===== src/rtl/knock_pkg.sv =====
// Shared definitions for the knock pattern detector: FSM state encodings,
// default timing constants and a timer-width helper.
package knock_pkg;

  // Detector states; the fourth encoding is unreachable and recovers to IDLE.
  typedef enum logic [1:0] {
    ST_IDLE  = 2'd0,
    ST_COUNT = 2'd1,
    ST_LOCK  = 2'd2
  } knock_state_e;

  // Default timing, all in 1 kHz clock cycles (milliseconds).
  localparam int DEF_DEB_MS    = 20;
  localparam int DEF_GAP_MS    = 1000;
  localparam int DEF_KNOCK_NUM = 3;
  localparam int DEF_LOCK_MS   = 4096;

  // Width of an up-counter whose terminal value is n-1; never below 1 bit.
  function automatic int tmr_width(input int n);
    return (n > 1) ? $clog2(n) : 1;
  endfunction

endpackage


===== src/rtl/knock_debounce.sv =====
// Knock input conditioning: 2-flop synchronizer, level debouncer and
// rising-edge detector. knock_evt_o is a registered single-cycle pulse that
// is high in the same cycle the debounced level becomes 1.
module knock_debounce
  import knock_pkg::*;
#(
  parameter int DEB_MS = DEF_DEB_MS
) (
  input  logic clk_i,
  input  logic rst_ni,
  input  logic knock_i,
  output logic knock_evt_o
);

  localparam int               CNT_W    = tmr_width(DEB_MS);
  localparam logic [CNT_W-1:0] CNT_LAST = CNT_W'(DEB_MS - 1);

  logic             sync1_q;
  logic             sync2_q;
  logic             level_q;
  logic             level_d;
  logic [CNT_W-1:0] cnt_q;
  logic [CNT_W-1:0] cnt_d;
  logic             evt_q;
  logic             evt_d;

  // Bring the raw sensor into the clock domain before anything looks at it.
  always_ff @(posedge clk_i or negedge rst_ni) begin
    if (!rst_ni) begin
      sync1_q <= 1'b0;
      sync2_q <= 1'b0;
    end else begin
      sync1_q <= knock_i;
      sync2_q <= sync1_q;
    end
  end

  // Count consecutive cycles of disagreement; any agreement restarts the count.
  // On the DEB_MS-th cycle the level flips and a 0->1 flip raises the event.
  always_comb begin
    level_d = level_q;
    cnt_d   = '0;
    evt_d   = 1'b0;
    if (sync2_q != level_q) begin
      if (cnt_q == CNT_LAST) begin
        level_d = sync2_q;
        evt_d   = sync2_q;
      end else begin
        cnt_d = cnt_q + 1'b1;
      end
    end
  end

  // Debounce state registers.
  always_ff @(posedge clk_i or negedge rst_ni) begin
    if (!rst_ni) begin
      level_q <= 1'b0;
      cnt_q   <= '0;
      evt_q   <= 1'b0;
    end else begin
      level_q <= level_d;
      cnt_q   <= cnt_d;
      evt_q   <= evt_d;
    end
  end

  assign knock_evt_o = evt_q;

endmodule


===== src/rtl/knock_pattern_detect.sv =====
// Knock pattern detector: counts debounced knocks that arrive within GAP_MS
// of each other and pulses ALARM once KNOCK_NUM of them have been seen, then
// ignores knocks for LOCK_MS cycles while the buzzer sequence plays.
// Optional feature macro: KNOCK_LED_EN -- LED_OUT stretches each accepted
// knock to 100 cycles and stays lit during LOCK; otherwise LED_OUT is 0.
module knock_pattern_detect
  import knock_pkg::*;
#(
  parameter int DEB_MS    = DEF_DEB_MS,
  parameter int GAP_MS    = DEF_GAP_MS,
  parameter int KNOCK_NUM = DEF_KNOCK_NUM,
  parameter int LOCK_MS   = DEF_LOCK_MS
) (
  input  logic       CLK1K,
  input  logic       RSTN,
  input  logic       KNOCK_IN,
  output logic       ALARM,
  output logic [3:0] KNOCK_CNT,
  output logic       LED_OUT
);

  localparam int                GAP_W     = tmr_width(GAP_MS);
  localparam int                LOCK_W    = tmr_width(LOCK_MS);
  localparam logic [GAP_W-1:0]  GAP_LAST  = GAP_W'(GAP_MS - 1);
  localparam logic [LOCK_W-1:0] LOCK_LAST = LOCK_W'(LOCK_MS - 1);
  localparam logic [3:0]        NUM_C     = 4'(KNOCK_NUM);

  logic              knock_evt;
  knock_state_e      state_q;
  knock_state_e      state_d;
  logic [3:0]        cnt_q;
  logic [3:0]        cnt_d;
  logic [GAP_W-1:0]  gap_q;
  logic [GAP_W-1:0]  gap_d;
  logic [LOCK_W-1:0] lock_q;
  logic [LOCK_W-1:0] lock_d;
  logic              alarm_q;
  logic              alarm_d;

  knock_debounce #(
    .DEB_MS (DEB_MS)
  ) u_debounce (
    .clk_i       (CLK1K),
    .rst_ni      (RSTN),
    .knock_i     (KNOCK_IN),
    .knock_evt_o (knock_evt)
  );

  // Next-state logic. ALARM is only requested on the transition into LOCK,
  // and LOCK never requests it, so it can never be high two cycles running.
  always_comb begin
    state_d = state_q;
    cnt_d   = cnt_q;
    gap_d   = gap_q;
    lock_d  = lock_q;
    alarm_d = 1'b0;
    case (state_q)
      ST_IDLE: begin
        if (knock_evt) begin
          gap_d = '0;
          if (KNOCK_NUM == 1) begin
            state_d = ST_LOCK;
            cnt_d   = NUM_C;
            lock_d  = '0;
            alarm_d = 1'b1;
          end else begin
            state_d = ST_COUNT;
            cnt_d   = 4'd1;
          end
        end
      end
      ST_COUNT: begin
        // A knock in the same cycle as the gap expiry takes priority.
        if (knock_evt) begin
          gap_d = '0;
          if (cnt_q + 4'd1 == NUM_C) begin
            state_d = ST_LOCK;
            cnt_d   = NUM_C;
            lock_d  = '0;
            alarm_d = 1'b1;
          end else begin
            cnt_d = cnt_q + 4'd1;
          end
        end else if (gap_q == GAP_LAST) begin
          state_d = ST_IDLE;
          cnt_d   = 4'd0;
          gap_d   = '0;
        end else begin
          gap_d = gap_q + 1'b1;
        end
      end
      ST_LOCK: begin
        // Knocks are ignored; the lock timer runs LOCK_MS cycles from entry.
        if (lock_q == LOCK_LAST) begin
          state_d = ST_IDLE;
          cnt_d   = 4'd0;
          lock_d  = '0;
        end else begin
          lock_d = lock_q + 1'b1;
        end
      end
      default: begin
        state_d = ST_IDLE;
        cnt_d   = 4'd0;
        gap_d   = '0;
        lock_d  = '0;
      end
    endcase
  end

  // FSM state, counters and the registered ALARM pulse.
  always_ff @(posedge CLK1K or negedge RSTN) begin
    if (!RSTN) begin
      state_q <= ST_IDLE;
      cnt_q   <= 4'd0;
      gap_q   <= '0;
      lock_q  <= '0;
      alarm_q <= 1'b0;
    end else begin
      state_q <= state_d;
      cnt_q   <= cnt_d;
      gap_q   <= gap_d;
      lock_q  <= lock_d;
      alarm_q <= alarm_d;
    end
  end

  assign ALARM     = alarm_q;
  assign KNOCK_CNT = cnt_q;

`ifdef KNOCK_LED_EN
  localparam int LED_STRETCH = 100;

  logic [6:0] led_cnt_q;
  logic [6:0] led_cnt_d;
  logic       knock_acc;

  // A knock is accepted whenever it is not swallowed by LOCK.
  assign knock_acc = knock_evt && (state_q != ST_LOCK);

  // Stretch counter: every accepted knock restarts the full 100-cycle window.
  always_comb begin
    led_cnt_d = led_cnt_q;
    if (knock_acc) begin
      led_cnt_d = 7'(LED_STRETCH);
    end else if (led_cnt_q != 7'd0) begin
      led_cnt_d = led_cnt_q - 7'd1;
    end
  end

  // Stretch counter register.
  always_ff @(posedge CLK1K or negedge RSTN) begin
    if (!RSTN) begin
      led_cnt_q <= 7'd0;
    end else begin
      led_cnt_q <= led_cnt_d;
    end
  end

  assign LED_OUT = (led_cnt_q != 7'd0) || (state_q == ST_LOCK);
`else
  assign LED_OUT = 1'b0;
`endif

endmodule

===== config.mk =====
export PLATFORM = sky130hd
export DESIGN_NAME = knock_pattern_detect
export DESIGN_NICKNAME = d
export VERILOG_FILES = /design/src/rtl/knock_pkg.sv /design/src/rtl/knock_debounce.sv /design/src/rtl/knock_pattern_detect.sv
export SDC_FILE = /design/constraint.sdc
export NUM_CORES = 1
export LEC_CHECK = 0
export ABC_CLOCK_PERIOD_IN_PS = 3000
export CAP_MARGIN = 20
export CORE_MARGIN = 2
export CORE_UTILIZATION = 40
export CTS_BUF_LIST = sky130_fd_sc_hd__clkbuf_8
export DETAILED_ROUTE_END_ITERATION = 8
export PLACE_DENSITY = 0.58
export SYNTH_ARGS = -nofsm -noshare
export SYNTH_HDL_FRONTEND = slang
export SYNTH_SLANG_ARGS = --single-unit

===== constraint.sdc =====
create_clock -name CLK1K -period 3 [get_ports CLK1K]
set_input_delay 0.75 -clock CLK1K [delete_from_list [all_inputs] [get_ports CLK1K]]
set_output_delay 0.75 -clock CLK1K [all_outputs]
set_load 0.05 [all_outputs]

After elaboration in Yosys (flattened, before gate mapping):

Index checks and enable logic that the tools add are counted.
W data, S select, Z words.

* output and inout bits: 6
* word-level logic and storage cells: 62
* register bits after elaboration: 38

* $add $sub $neg: 4
* reductions and logical operators: 6
* bitwise gates (word level): 2
* equal/unequal tests: 13
* muxes and demuxes: 27

Operators by type and width (count)
* $mux W12: 3
* $pmux W12 S3: 1
* $mux W10: 3
* $pmux W10 S3: 1
* $mux W4: 5
* $add A12 B1 Y12 const B: 1
* $eq A12 B12 Y1 const B: 1
* $pmux W4 S3: 1
* $add A10 B1 Y10 const B: 1
* $eq A10 B10 Y1 const B: 1
* $mux W2: 5
* $mux W5: 2
* $pmux W2 S3: 1
* $reduce_and A3 Y1: 2
* $add A5 B1 Y5 const B: 1
* $eq A5 B5 Y1 const B: 1
* $mux W1: 5
* $add A4 B1 Y4 const B: 1
* $eq A4 B2 Y1 const B: 1
* $ne A2 B1 Y1 const B: 2
* $ne A2 B2 Y1 const B: 2
* $reduce_and A2 Y1: 2
* $reduce_and A4 Y1: 1
* $ne A3 B2 Y1 const B: 1
* other kinds (6): 7

Longest topological paths before layout:

Gate-level depths: netlist (run 1).

* word-level depth: 5
* gate-level depth with buffers: 6
* depth with buffers taken out: 6

Hierarchy:

A second synthesis (run 1) with hierarchy kept.

* cells, all modules: 209
* area total of the unflattened synthesis: 2105.8 sq um

Modules (own cells, without submodules)
* knock_pattern_detect: cells each 180, instances 1, area each 1719.1 sq um
* knock_debounce: cells each 29, instances 1, area each 386.6 sq um

Worst setup path after synthesis (run 1):

OpenSTA, ideal clock, no wires.

* path kind: flip-flop to flip-flop
* start point: register cnt_q[1] (netlist: KNOCK_CNT[1])
* end point: register lock_q[5]
* clock period less this slack: 1.997 ns
* cell stages (with the launch flop): 6
* required time: 2.882 ns
* arrival time: 1.879 ns
* buffers on the path: 0
* slack: 1.003 ns
* cell sequence: dfrtp_1 > ha_1 > and4_2 > nand4_1 > a22o_1 > a21o_1

* longest elaborated chain between the ends: 4

Ends and longest elaborated chain
* start, declared: RTL line knock_pattern_detect.sv:31 `logic [3:0] cnt_q;`
* start signal, assigned: RTL line knock_pattern_detect.sv:121 `cnt_q <= cnt_d;`
* $add A4 B1 Y4: RTL line knock_pattern_detect.sv:76 `if (cnt_q + 4'd1 == NUM_C) begin`
* $eq A4 B2 Y1: RTL line knock_pattern_detect.sv:76
* $ne A2 B2 Y1 (no line)
* $reduce_and A3 Y1 (no line)
* end signal, assigned: RTL line knock_pattern_detect.sv:123 `lock_q <= lock_d;`
* end, declared: RTL line knock_pattern_detect.sv:35 `logic [LOCK_W-1:0] lock_q;`

Every way passes these cells.
A chain may end at the register's enable or synchronous reset.

Worst setup path in the final report (run 1):

* start point: register cnt_q[1] (netlist: KNOCK_CNT[1])
* end point: output port KNOCK_CNT[1]

RTL lines
* end, declared: RTL line knock_pattern_detect.sv:18 `output logic [3:0] KNOCK_CNT,`

No word-level cell between the ends.

==> results of run 1 <==
where the power goes:
group	switching (uW)	internal (uW)	total, uW
logic	16.2	5.42	21.7
registers	3.41	516	520
clock network	191	333	524
sequential cells by signal, summed over array words and instances (netlist names):
signal	cells
lock_q	12
gap_q	10
u_debounce.cnt_q	5
KNOCK_CNT	4
state_q	2
ALARM	1
u_debounce.knock_evt_o	1
u_debounce.level_q	1
u_debounce.sync1_q	1
u_debounce.sync2_q	1
placed cells by master (no fill, tap or decap), types with 2 or more instances in the layout:
cell type | Yosys | final
clkdlybuf4s50_1 | 0 | 6
a31oi_1 | 8 | 8
inv_1 | 8 | 8
nor2_1 | 15 | 15
a21oi_1 | 9 | 9
nand3_1 | 16 | 16
and3_1 | 6 | 6
nand4_1 | 3 | 3
a41o_1 | 2 | 2
and2_1 | 5 | 5
o21ai_0 | 14 | 14
nor3_1 | 3 | 3
bufinv_16 | 0 | 2
nand2_1 | 16 | 16
dfrtp_1 | 38 | 38
ha_1 | 5 | 5
and4_1 | 2 | 2
xor2_1 | 8 | 8
nor2b_1 | 3 | 3
nand3b_1 | 2 | 2
mux2i_1 | 3 | 3
clkbuf_8 | 0 | 5
o2111ai_1 | 2 | 2
a41oi_1 | 2 | 2
xnor2_1 | 2 | 2
a21o_1 | 2 | 2
final cells by class:
class,instances,area (um^2)
multi-input combinational,152,1020
tap,70,87.58
timing repair buffer,7,65.06
inverter,8,30.03
clock buffer,5,68.82
fill,487,2719
clock inverter,3,68.82
sequential,38,950.9
worst max-delay path by stage:
stage	from	to	slack (ns)	cells after the start
after floorplan	KNOCK_CNT[1]$_DFFE_PN0P_	lock_q[5]$_DFFE_PN0P_	1.00	5
after global placement	KNOCK_CNT[2]$_DFFE_PN0P_	KNOCK_CNT[2]	0.99	1
after detailed placement	KNOCK_CNT[2]$_DFFE_PN0P_	KNOCK_CNT[2]	0.99	1
after CTS	KNOCK_CNT[1]$_DFFE_PN0P_	KNOCK_CNT[1]	0.66	1
after global routing	KNOCK_CNT[2]$_DFFE_PN0P_	KNOCK_CNT[2]	0.61	1
final	KNOCK_CNT[1]$_DFFE_PN0P_	KNOCK_CNT[1]	0.67	1
metal layers:
layer,global-route usage,up-vias,part of all wire
li1,-,769,-
met1,0.2100,721,0.51
met2,0.2493,18,0.45
met3,0.03968,2,0.028
met4,0.04094,0,0.0059
met5,0,-,0
cells by family (layout without fill, tap and decap cells):
| logic type | after synthesis | count (layout) | share of synthesized area |
|---|---|---|---|
| buffers and inverters | 14 | 23 | 0.03846 |
| DFF | 38 | 38 | 0.4640 |
| xor gates and xnor gates | 10 | 10 | 0.04274 |
| muxes | 4 | 4 | 0.02015 |
| AOI/OAI and AO/OA | 51 | 51 | 0.1856 |
| other | 1 | 1 | 0.001830 |
| adders and majority gates | 5 | 5 | 0.03053 |
| and+or+nand+nor | 81 | 81 | 0.2167 |
stage by stage:
stage | instance area [um^2] | total power, uW | cells | setup WS [ns]
3_3_place_gp | 2153 | 551.8 | 275 | 0.9890
4_1_cts | 2291 | 1081 | 283 | 0.6601
2_1_floorplan | 2049 | 539.1 | 204 | 1.003
3_5_place_dp | 2153 | 552.8 | 275 | 0.9874
6_report | 2291 | 1066 | 283 | 0.6730
5_1_grt | 2291 | 1112 | 283 | 0.6096
==> impl_metrics.tcl, run 1 <==
set metrics [dict create \
    drv_slew 0 \
    slowest_delay_ns 0.84 \
    required_ns 2.25 \
    postLayoutCoreUtil 0.4573 \
    drive_gt1_frac 0.09859 \
    slew_headroom 0.4412 \
    core_area_um2 5010 \
    via_per_inst 5.336 \
    fp-row-count 26 \
    synth_edf_count 0 \
    cts_buffers 5 \
    critical_path.max_fanout 7 \
    worstSkewPairLatency_ns 0.29 \
    drtIter0Drc 68 \
    via_count 1510 \
    yosys_warnings 0 \
    reg2regPathDepth 6 \
    yosysUniqueCellTypes 50 \
    dp_hpwl_um 2621 \
    overflow 0 \
    hold_class "reg2reg" \
    clock_path_buffers 2 \
    cts_resized 0 \
    place_congestion 0.7858 \
    ant_nets 0 \
    cts_sinks 38 \
    setup_viol 0 \
    crit_path_start_kind "flop" \
    synth.largest_area_cell "dfrtp_1" \
    syn_area_per_cell_um2 10.05 \
    antenna_found_initial 0 \
    hold_buffers 0 \
    rsz0062_at_grt "no" \
    fp.dieArea_um2 5712 \
    antenna-diode-count 0 \
    max_freq_mhz 429.7 \
    worstPathCellList "clkdlybuf4s50_1" \
    grt_pass1_vias 1482 \
    crit_slowest_cell "clkdlybuf4s50_1" \
    holdPathStages 0 \
    area_growth_pct 11.78 \
    hold_ws_ns 0.3598 \
    p_per_area_nw_per_um2 465.2 \
    vdd_ir_drop_max_v 0.0002286 \
    h-tree-depth 2 \
    synth_area_leaders "dfrtp_1 46%, nand3_1 3.9%, o21ai_0 3.4%" \
    wl_per_cell_um 13.18 \
    grt_start_max_net_pins 39 \
    syn-cell-area_um2 2049 \
    crit_arrival_ns 1.58 \
    synth_fp_nets 212 \
    ys_seq_area_frac 0.4640 \
    clkTransAtPathRegs_ns 0.08 \
    whs_endpoint "u_debounce.sync2_q$_DFF_PN0_" \
    regToRegEndpoint "lock_q[5]$_DFFE_PN0P_" \
    crit_buf_inv 1 \
    grt_pass1_wl_um 6713 \
    drc 0 \
    worst_slew_pin_slew_ns 0.8382 \
    r2r_start "KNOCK_CNT[0]$_DFFE_PN0P_" \
    skew_ns 0.004305 \
    ioPinCount 9 \
    ys.flop_type "dfrtp_1" \
    synthArstFlopShare 1.000 \
    yosys_register_bits 38 \
    ff2ff_setup_slack_ns 1.10 \
    drv_cap 0 \
    wl_um 3730 \
    endpoint_kind "primary output" \
    drtPass1Iterations 4 \
    cpLargestDelayFamily "buffers and inverters" \
    yosysTopAreaCellShare 0.4640 \
    track_usage 0.1553 \
    io_buffers 7 \
    p_leak_uw 0.001001 \
    synth_cells 204 \
    fin_nets 220 \
    hold_violations 0 \
    cts-root-buf "clkbuf_8" \
    cts_tree "built" \
    start_util 0.4091 \
    synth_common_cells "38 x dfrtp_1, 16 x nand2_1, 16 x nand3_1, 15 x nor2_1, 14 x o21ai_0" \
    crit_type "reg2out" \
    status "completed" \
    yosysMostFrequentCell "dfrtp_1" \
    tns_ns 0 \
    die_h_um 75.58 \
    hold_start "u_debounce.sync1_q$_DFF_PN0_" \
    post_cts_buffers 0 \
    period_needed_ns 2.327 \
    post-route-period-util 0.7757 \
    fp.dieW_um 75.58 \
]
Note: power is estimated with default switching activity, not from simulation.
==> run 2: changes to the inputs <==
Settings changed: ABC_CLOCK_PERIOD_IN_PS 3000 to 2300.
Clock period 3 ns to 2.3 ns, I/O delays scaled along.
==> impl_metrics.tcl, run 2 (synthesized netlist as in run 1, its figures left out) <==
set metrics [dict create \
    intPower_uw 920.2 \
    grt_start_max_net_pins 27 \
    post-route-period-util 0.9384 \
    p_per_area_nw_per_um2 517.4 \
    busiest_layer "met2" \
    drtPass1Iterations 4 \
    status "completed" \
    antenna_found_initial 0 \
    p_leak_uw 0.001000 \
    met3_usage 0.03571 \
    p_sw_uw 252.8 \
    mostFrequentLayoutCells "38 x dfrtp_1, 16 x nand3_1, 16 x nand2_1" \
    top_regs "lock_q x12, gap_q x10, u_debounce.cnt_q x5" \
    p_sw_frac 0.2155 \
    tns_ns 0 \
    antenna-diode-count 0 \
    area_growth_pct 10.62 \
    cts_tree "built" \
    grt_pass1_vias 1444 \
    hold_buffers 0 \
    crit_path_start_kind "flop" \
    h-tree-depth 2 \
    die_h_um 75.58 \
    crit_buf_inv 1 \
    hold_ws_ns 0.2759 \
    ff2ff_setup_slack_ns 0.45 \
    clkTransAtPathRegs_ns 0.07 \
    io_buffers 7 \
    via_count 1512 \
    dp_hpwl_um 2676 \
    seq_power_share 0.578 \
    via_per_inst 5.287 \
    cts_sinks 38 \
    fin_nets 223 \
    reg2regPathDepth 6 \
    start_util 0.4091 \
    post_cts_buffers 0 \
    max_freq_mhz 463.3 \
    cts_resized 0 \
    core_area_um2 5010 \
    use_met2 0.2329 \
    clkPwrFrac 0.396 \
    r2r_start "KNOCK_CNT[0]$_DFFE_PN0P_" \
    use_met1 0.2187 \
    drive_gt1_frac 0.1065 \
    slew_headroom 0.6126 \
    wl_per_cell_um 12.99 \
    cpLargestDelayFamily "buffers and inverters" \
    drc 0 \
    rsz0062_at_grt "no" \
    track_usage 0.1568 \
    regMostFlops "lock_q" \
    period_needed_ns 2.158 \
    regToRegEndpoint "lock_q[5]$_DFFE_PN0P_" \
    setup_viol 0 \
    ioPinCount 9 \
    worst_slew_pin_slew_ns 0.5811 \
    cts_buffers 5 \
    ant_nets 0 \
    fp-row-count 26 \
    required_ns 1.73 \
    final_common_cell "dfrtp_1" \
    place_congestion 0.7639 \
    crit_arrival_ns 1.58 \
    worstSkewPairLatency_ns 0.29 \
    grt_pass1_wl_um 6658 \
    largest_register_ffs 12 \
    endpoint_kind "primary output" \
    overflow 0 \
    hold_violations 0 \
    crit_type "reg2out" \
    wl_um 3715 \
    hold_class "in2async" \
    slowest_delay_ns 0.84 \
    vdd_ir_drop_max_v 0.0002893 \
    cts-root-buf "clkbuf_8" \
    worstPathCellList "clkdlybuf4s50_1" \
    drv_slew 0 \
    crit_slowest_cell "clkdlybuf4s50_1" \
    clock_path_buffers 2 \
    combPwrFrac 0.026 \
    drtIter0Drc 81 \
    drv_cap 0 \
    fp.dieArea_um2 5712 \
    skew_ns 0.006681 \
    critical_path.max_fanout 7 \
    fp.dieW_um 75.58 \
]
## run 2: changes by cell type in the layout (fill, tap and decap cells not counted), sizes merged
cell / before / now
bufinv: 2 / 0
buf: 1 / 4
inv: 8 / 9
clkbuf: 5 / 6
## run 2: worst max path at each step
stage / slack, ns / to / cells after the start / startpoint
floorplan: 0.30 / lock_q[5]$_DFFE_PN0P_ / 5 / KNOCK_CNT[1]$_DFFE_PN0P_
global placement: 0.46 / lock_q[5]$_DFFE_PN0P_ / 6 / KNOCK_CNT[0]$_DFFE_PN0P_
detailed placement: 0.45 / KNOCK_CNT[1] / 1 / KNOCK_CNT[1]$_DFFE_PN0P_
CTS: 0.13 / KNOCK_CNT[1] / 1 / KNOCK_CNT[1]$_DFFE_PN0P_
global route: 0.07 / KNOCK_CNT[2] / 1 / KNOCK_CNT[2]$_DFFE_PN0P_
finish: 0.14 / KNOCK_CNT[2] / 1 / KNOCK_CNT[2]$_DFFE_PN0P_
## run 2: stage by stage
stage                       util  total power [uW]  cell area, um^2  setup slack [ns]  cells
after floorplan                -             703.2             2049            0.3027    204
after CTS                 0.4525              1192             2267            0.1332    286
after detailed placement  0.4343             723.1             2176            0.4539    278
after global routing      0.4525              1228             2267           0.07192    286
final                     0.4525              1173             2267            0.1417    286
after global placement    0.4343             722.2             2176            0.4614    278
## run 2: metal layers
layer,vias up,wire length (um)
met5,-,0
met4,0,73
met3,7,126
met2,26,1613
met1,713,1902
li1,766,-
## run 2: power by group through the flow
stage,registers (uW),clock network [uW],logic (uW)
final,678,465,30.1
after global routing,679,513,36.4
after CTS,678,482,32.1
after detailed placement,691,0,32.0
after global placement,691,0,31.3
after floorplan,690,0,12.8
## run 2: cell type report
cell class | count | area, um^2
Timing Repair Buffer | 10 | 87.58
Inverter | 8 | 30.03
Clock buffer | 6 | 82.58
Clock inverter | 2 | 8.758
Tap cell | 70 | 87.58
Multi-Input combinational cell | 152 | 1020
Sequential cell | 38 | 950.9
Fill cell | 502 | 2743
==> run 3: changes to the inputs <==
Settings changed: CORE_UTILIZATION 40 to 45, PLACE_DENSITY 0.58 to 0.63, SETUP_SLACK_MARGIN set to 0.1.
==> impl_metrics.tcl, run 3 (synthesized netlist as in run 1, its figures left out) <==
set metrics [dict create \
    vdd_ir_drop_max_v 0.0002341 \
    overflow 0 \
    p_per_area_nw_per_um2 524.3 \
    hold_class "reg2reg" \
    cts_sinks 38 \
    regMostFlops "lock_q" \
    slew_headroom 0.4382 \
    status "completed" \
    fin_nets 220 \
    rsz0062_at_grt "no" \
    p_leak_uw 0.001041 \
    skew_ns 0.008681 \
    worstSkewPairLatency_ns 0.29 \
    clock_path_buffers 2 \
    ioPinCount 9 \
    via_count 1555 \
    grt_pass1_wl_um 6975 \
    slowest_delay_ns 0.84 \
    drc 0 \
    drtIter0Drc 101 \
    io_buffers 7 \
    endpoint_kind "primary output" \
    via_per_inst 5.868 \
    area_growth_pct 8.791 \
    cts_buffers 5 \
    reg2regPathDepth 5 \
    drv_slew 0 \
    cts-root-buf "clkbuf_8" \
    mostFrequentLayoutCells "38 x dfrtp_1, 16 x nand3_1, 16 x nand2_1" \
    post_cts_buffers 0 \
    fp-row-count 24 \
    crit_arrival_ns 1.60 \
    r2r_start "KNOCK_CNT[1]$_DFFE_PN0P_" \
    hold_buffers 0 \
    regToRegEndpoint "lock_q[5]$_DFFE_PN0P_" \
    final_common_cell "dfrtp_1" \
    crit_buf_inv 1 \
    drtPass1Iterations 4 \
    wl_per_cell_um 14.88 \
    wl_um 3943 \
    antenna-diode-count 0 \
    largest_register_ffs 12 \
    drv_cap 0 \
    grt_pass1_vias 1532 \
    drive_gt1_frac 0.09390 \
    critical_path.max_fanout 7 \
    hold_violations 0 \
    postLayoutCoreUtil 0.5086 \
    cts_tree "built" \
    crit_slowest_cell "clkdlybuf4s50_1" \
    crit_path_start_kind "flop" \
    post-route-period-util 0.9450 \
    worst_slew_pin_slew_ns 0.8427 \
    h-tree-depth 2 \
    ff2ff_setup_slack_ns 0.41 \
    clkTransAtPathRegs_ns 0.08 \
    die_h_um 71.49 \
    tns_ns 0 \
    fp.dieW_um 71.49 \
    antenna_found_initial 0 \
    whs_endpoint "u_debounce.sync2_q$_DFF_PN0_" \
    ant_nets 0 \
    dp_hpwl_um 2779 \
    required_ns 1.73 \
    worstPathCellList "clkdlybuf4s50_1" \
    max_freq_mhz 460.1 \
    cpLargestDelayFamily "buffers and inverters" \
    top_regs "lock_q x12, gap_q x10, u_debounce.cnt_q x5" \
    crit_type "reg2out" \
    cts_resized 0 \
    fp.dieArea_um2 5110 \
    grt_start_max_net_pins 39 \
    holdPathStages 0 \
    place_congestion 0.7934 \
    core_area_um2 4384 \
    start_util 0.4675 \
    setup_viol 0 \
    track_usage 0.1747 \
    period_needed_ns 2.173 \
    hold_start "u_debounce.sync1_q$_DFF_PN0_" \
]
==> run 3: cell count changes in the layout (fill, tap and decap cells not counted) <==
cell,change
dlymetal6s2s_1,+3
buf_4,-3
clkdlybuf4s50_1,-3
==> run 3: stage by stage <==
step	setup WS, ns	hold slack [ns]	cells	total power [uW]	cell area (um^2)
final	0.1265	0.3505	265	1169	2230
after floorplan	0.3027	0.2794	204	703.2	2049
after global routing	0.08475	0.3719	265	1226	2230
after detailed placement	0.4367	0.3434	257	720.2	2131
after CTS	0.1037	0.3546	265	1192	2222
after global placement	0.4722	0.3390	257	718.3	2131
==> run 3: area by class of cell <==
| cell class | instances | area [um^2] |
|---|---|---|
| clock buffer | 6 | 82.58 |
| timing repair buffer | 7 | 72.57 |
| clock inverter | 2 | 8.758 |
| inverter | 8 | 30.03 |
| tap | 52 | 65.06 |
| fill | 407 | 2155 |
| multi-input combinational | 152 | 1020 |
| sequential | 38 | 950.9 |
==> run 3: worst max path at each step <==
| stage | to | depth (start not counted) | from | slack (ns) |
|---|---|---|---|---|
| final | KNOCK_CNT[2] | 1 | KNOCK_CNT[2]$_DFFE_PN0P_ | 0.13 |
| after CTS | KNOCK_CNT[1] | 1 | KNOCK_CNT[1]$_DFFE_PN0P_ | 0.10 |
| after global routing | KNOCK_CNT[2] | 1 | KNOCK_CNT[2]$_DFFE_PN0P_ | 0.08 |
| after detailed placement | KNOCK_CNT[1] | 1 | KNOCK_CNT[1]$_DFFE_PN0P_ | 0.44 |
| after global placement | KNOCK_CNT[1] | 1 | KNOCK_CNT[1]$_DFFE_PN0P_ | 0.47 |
| after floorplan | lock_q[5]$_DFFE_PN0P_ | 5 | KNOCK_CNT[1]$_DFFE_PN0P_ | 0.30 |
==> run 3: layer usage <==
metal  vias up  wire (um)  track usage
li1        761          -            -
met1       766       1841       0.2234
met2        21       1871       0.2829
met3         7        149      0.04219
met4         0         80      0.07547
met5         -          0            0
==> run 3: where the power goes <==
part / total, uW / internal (uW) / switching (uW) / leakage, uW
registers: 678 / 674 / 4.29 / 0.000524
logic: 27.8 / 6.86 / 20.9 / 0.000465
clock network: 463 / 237 / 226 / 0.0000524
total: 1170 / 918 / 251 / 0.00104
